<file path="src/rtl/student_mux8way_rr_pkg.sv">
// Shared widths and helpers for the 8-way round-robin gathering mux.
package student_mux8way_rr_pkg;

  localparam int WORD_W = 16;
  localparam int SEL8_W = 3;
  localparam int N_CH   = 8;

  typedef logic [SEL8_W-1:0] sel8_t;

  // Pointer advance after a grant; 7 wraps naturally to 0 in 3 bits.
  function automatic sel8_t next_ptr(input sel8_t gidx);
    return sel8_t'(gidx + sel8_t'(1));
  endfunction

endpackage

</file>
<file path="src/rtl/student_dmux8way.sv">
// 1-to-8 demux: drives the selected output with in, all others low.
module student_dmux8way
  import student_mux8way_rr_pkg::*;
(
  input  logic            in,
  input  sel8_t           sel,
  output logic [N_CH-1:0] out
);

  // One-hot decode of sel, gated by in.
  always_comb begin
    out      = '0;
    out[sel] = in;
  end

endmodule

</file>
<file path="src/rtl/student_rr_pick8.sv">
// Combinational round-robin picker: first requester at or after ptr wins.
module student_rr_pick8
  import student_mux8way_rr_pkg::*;
(
  input  logic [N_CH-1:0] req,
  input  sel8_t           ptr,
  output sel8_t           gidx,
  output logic            any
);

  // Scan ptr+7 down to ptr so the lowest rotated offset overwrites last and wins.
  always_comb begin
    sel8_t idx;
    gidx = '0;
    any  = 1'b0;
    idx  = '0;
    for (int k = N_CH - 1; k >= 0; k--) begin
      idx = sel8_t'(ptr + sel8_t'(k));
      if (req[idx]) begin
        gidx = idx;
        any  = 1'b1;
      end
    end
  end

endmodule

</file>
<file path="src/rtl/student_mux8way_rr.sv">
// 8-channel valid/ready gathering mux with a registered output stage.
// Each output word carries its source channel index in out_sel.
module student_mux8way_rr
  import student_mux8way_rr_pkg::*;
#(
  parameter int WIDTH = WORD_W,
  parameter bit RR_EN = 1'b1
) (
  input  logic                  clk,
  input  logic                  rst_n,
  input  logic [N_CH-1:0]       in_valid,
  input  logic [N_CH*WIDTH-1:0] in_data,
  output logic [N_CH-1:0]       in_ready,
  output logic                  out_valid,
  output logic [WIDTH-1:0]      out_data,
  output sel8_t                 out_sel,
  input  logic                  out_ready
);

  logic             out_valid_q, out_valid_d;
  logic [WIDTH-1:0] out_data_q,  out_data_d;
  sel8_t            out_sel_q,   out_sel_d;
  sel8_t            ptr_q,       ptr_d;

  logic  load_en;
  logic  any;
  sel8_t gidx;
  logic  accept;

  student_rr_pick8 u_pick (
    .req  (in_valid),
    .ptr  (ptr_q),
    .gidx (gidx),
    .any  (any)
  );

  // rst_n gates the handshake so nothing is accepted while reset is held.
  assign load_en = !out_valid_q || out_ready;
  assign accept  = load_en && any && rst_n;

  student_dmux8way u_dmux (
    .in  (accept),
    .sel (gidx),
    .out (in_ready)
  );

  // Next-state for the output register and round-robin pointer.
  always_comb begin
    out_valid_d = out_valid_q;
    out_data_d  = out_data_q;
    out_sel_d   = out_sel_q;
    ptr_d       = ptr_q;
    if (load_en) begin
      if (any) begin
        out_valid_d = 1'b1;
        out_data_d  = in_data[int'(gidx)*WIDTH +: WIDTH];
        out_sel_d   = gidx;
        ptr_d       = RR_EN ? next_ptr(gidx) : sel8_t'(0);
      end else begin
        out_valid_d = 1'b0;
      end
    end
  end

  // Output stage and pointer registers; async clear drops any held word.
  always_ff @(posedge clk or negedge rst_n) begin
    if (!rst_n) begin
      out_valid_q <= 1'b0;
      out_data_q  <= '0;
      out_sel_q   <= '0;
      ptr_q       <= '0;
    end else begin
      out_valid_q <= out_valid_d;
      out_data_q  <= out_data_d;
      out_sel_q   <= out_sel_d;
      ptr_q       <= ptr_d;
    end
  end

  assign out_valid = out_valid_q;
  assign out_data  = out_data_q;
  assign out_sel   = out_sel_q;

endmodule

</file>
<file path="config.mk">
export PLATFORM = sky130hd
export DESIGN_NAME = student_mux8way_rr
export DESIGN_NICKNAME = d
export VERILOG_FILES = /design/src/rtl/student_mux8way_rr_pkg.sv /design/src/rtl/student_dmux8way.sv /design/src/rtl/student_rr_pick8.sv /design/src/rtl/student_mux8way_rr.sv
export SDC_FILE = /design/constraint.sdc
export NUM_CORES = 1
export LEC_CHECK = 0
export CAP_MARGIN = 20
export CORE_MARGIN = 2
export CORE_UTILIZATION = 39
export DETAILED_ROUTE_END_ITERATION = 7
export MAX_ROUTING_LAYER = met4
export PLACE_DENSITY = 0.82
export SYNTH_ARGS = -nofsm -noshare
export SYNTH_HDL_FRONTEND = slang
export SYNTH_HIERARCHICAL = 1
export SYNTH_SLANG_ARGS = --single-unit
</file>
<file path="constraint.sdc">
create_clock -name clk -period 4.6 [get_ports clk]
set_clock_uncertainty 0.05 [all_clocks]
set_input_delay 0.92 -clock clk [delete_from_list [all_inputs] [get_ports clk]]
set_output_delay 0.92 -clock clk [all_outputs]
set_load 0.01 [all_outputs]
</file>
==> results.yml <==
sta:
  setup_viol_count_final: 0
  slew-limit-headroom_pct: 33.1
  hold_violations: 0
  worst_pin_slew_ns: 1.00
  period_needed_ns: 4.43
  finalMaxSlewViolations: 0
  whs_ns: 0.468
  rsz0062_at_grt: "no"
  fmax_mhz: 226
  finalCritPeriodShare_pct: 96.4
  fin_ws_ns: 0.167
critical_path:
  cp_slowest_cell: "mux4_1"
  cp.required_ns: 3.63
  worstPathCellList: "dlygate4sd2_1, mux4_1, o31ai_1, a211oi_2, nor4b_2, o22ai_1, buf_4, buf_4, and4b_2, dlygate4sd2_1"
  crit_type: "primary input to primary output"
  path_max_fanout: 7
  endpoint_kind: "primary output"
  critPathBufInv: 4
  cp.arrival_ns: 3.46
  reg2reg_slack_ns: 0.65
  cpPeakStageDelay_ns: 0.60
  r2r-start: "ptr_q[0]"
  startpoint_type: "primary input"
  r2r_end: "out_data[11]"
  r2r_cells: 14
  crit_family: "buffers and inverters"
worst_hold_path:
  hold_start: "out_sel[1]"
  hold_path_depth: 1
  hold-path-endpoint: "out_sel[1]"
  hp-class: "register to register"
global_routing:
  grtUsageTotal_pct: 24.8
  grt_pass1_wl_um: 15900
  antenna_found_initial: 0
  grt_pass1_vias: 3122
  overflow: 0
  use_met2_pct: 44.9
  use_met3_pct: 1.84
  grt_start_max_net_pins: 52
  met1_usage_pct: 29.4
  grt-busiest-layer: "met2"
layout:
  areaGrowthSynthToFinish_pct: 64.1
  fillers: 609
  multi_input_area_um2: 2170
  n_antenna_cell: 0
  regArea_um2: 576
  drive_gt1_share_pct: 22.1
  fin_cells: 565
  nets: 609
  finalInstanceArea_um2: 4820
yosys:
  syn_nets: 430
  synth_top_family_by_area: "multiplexers"
  syn_area_per_cell_um2: 10.2
  ys_types: 54
  synth_top_area_share_pct: 19.6
  yosysMostFrequentCell: "mux2i_1"
  async_flop_share_pct: 100
  synthAdderAreaFrac_pct: 1.28
  yosysWarnings: 6
  netlist_instances: 288
  yosys.area.top_type: "dfrtp_1"
  synth-seq-area-share_pct: 19.6
  synthSimpleGateAreaFrac_pct: 9.37
  synth_xor_area_share_pct: 1.19
  yosys-top-cells-area: "dfrtp_1 20%, mux2_2 13%, mux2i_1 12%, o31ai_2 6.8%, a22o_1 4.8%"
  ys_seq_elements: 23
  synthTopCellsByCount: "36 x mux2i_1, 33 x mux2_2, 23 x dfrtp_1"
  synthMuxAreaShare_pct: 36.8
  synth_edf_count: 0
  netlist_area_um2: 2940
  synth_flop_cell: "dfrtp_1"
  synth_compound_area_share_pct: 24.9
place:
  dpl_worst_slack_ns: -0.265
  place_inst: 558
  postPlaceCellArea_um2: 4760
  place.gp.congestion: 0.913
  numPortBuffers: 166
  hpwl_um: 8420
run_status:
  outcome: "completed"
cts:
  path_clk_slew_ns: 0.07
  cts_tree: "yes"
  clockBufferDepth: 2
  cts.sinks: 23
  clock_latency_ns: 0.26
  holdBufCountCts: 0
  cts_root_buffer: "clkbuf_8"
  cts_made_buffers: 3
  h-tree-depth: 1
power:
  ir_drop_mv: 0.611
  power_leakage_uw: 0.00200
  p_total_uw: 4390
  p_per_area_nw_per_um2: 910
flow_run:
  maxCapViolCount: 0
routing:
  first_pass_iters: 4
  drc_errors: 0
  dr.first_iter.drc_count: 77
  detail-route-antenna-nets: 0
  avgRoutedWirePerCell_um: 18.0
  drt-vias-per-instance: 5.32
  via_count: 3003
  wl_um: 10200
floorplan:
  die_h_um: 90.8
  fp.dieW_um: 90.8
  core_um2: 7290
  placementRows: 31
  initial_utilization_pct: 40.3
  ioPinCount: 167
  dieArea_um2: 8240
## per-layer routing
layer  share of wire, %  up-vias  routed length (µm)
li1                   -     1497                   -
met1                 42     1387                4240
met2                 53      107                5350
met3                3.9       12                 395
met4                2.0        0                 202
met5                  0        -                   0
## kinds of logic (layout without fill, tap and decap cells)
family                     Yosys count  after routing
muxes                               88             88
buffers and inverters               30            208
DFF                                 23             23
adders and majority gates            3              3
AOI/OAI and AO/OA                   96             96
xor gates and xnor gates             4              4
and+or+nand+nor                     44             44
## final cells by class
type,instances,area share [%]
clock buffers,4,0.935
inverters,7,0.545
multi-input cells,235,45.0
flip-flops and latches,23,11.9
well taps,99,2.57
repair buffers,197,39.0
## flip-flops by register name, indices dropped and copies added (netlist names)
| name | cells |
|---|---|
| ptr_q | 3 |
| out_sel | 3 |
| out_valid | 1 |
| out_data | 16 |
## how the worst max path moves through the flow
stage,slack (ns),to,from,depth (start not counted)
detailed placement,-0.26,in_ready[3],in_valid[6],10
CTS,0.01,in_ready[5],in_valid[2],10
global route,0.07,in_ready[3],in_valid[6],11
floorplan,0.31,in_ready[5],ptr_q[1],12
global placement,-0.23,in_ready[0],in_valid[0],9
finish,0.17,in_ready[3],in_valid[6],10
## timing repair
action	4_1_cts	5_1_grt
resized for setup	22	2
endpoints found under the setup margin	8	4
pin swaps	1	1
buffers inserted	2	0
## layout by cell type, fill, tap and decap left out, types with 2 or more instances in the layout
| master | synthesis | routed |
|---|---|---|
| buf_4 | 4 | 31 |
| and4b_2 | 2 | 2 |
| nor4b_2 | 1 | 2 |
| xor2_1 | 2 | 2 |
| mux4_2 | 5 | 7 |
| ha_1 | 3 | 3 |
| clkdlybuf4s50_1 | 0 | 150 |
| mux2_4 | 1 | 2 |
| clkbuf_8 | 0 | 3 |
| inv_1 | 7 | 7 |
| mux4_1 | 5 | 3 |
| a22o_1 | 16 | 16 |
| and2_1 | 2 | 2 |
| dlymetal6s2s_1 | 0 | 2 |
| mux2_1 | 8 | 7 |
| a31oi_1 | 3 | 3 |
| nand2b_1 | 4 | 4 |
| mux2i_1 | 36 | 36 |
| nor3_1 | 2 | 2 |
| and4bb_1 | 2 | 2 |
| o21ai_0 | 22 | 22 |
| xnor2_1 | 2 | 2 |
| mux2_2 | 33 | 33 |
| nor2b_1 | 5 | 5 |
| o31ai_2 | 16 | 16 |
| nor2_1 | 8 | 8 |
| nand2_1 | 10 | 10 |
| a21oi_1 | 7 | 6 |
| dfrtp_1 | 23 | 23 |
| o22ai_1 | 18 | 18 |
| dlygate4sd2_1 | 0 | 13 |
## per-stage QoR
step / util, % / TNS (ns)
after floorplan: - / 0
after global placement: 65.3 / -1.59
after detailed placement: 65.3 / -1.90
after CTS: 65.9 / 0
after global routing: 66.1 / 0
final: 66.1 / 0
## power by group
group	internal, µW	switching, µW
logic	1930	1960
registers	319	57.1
clock network	61.6	59.3
total	2310	2080
Note: power is estimated with default switching activity, not from simulation.
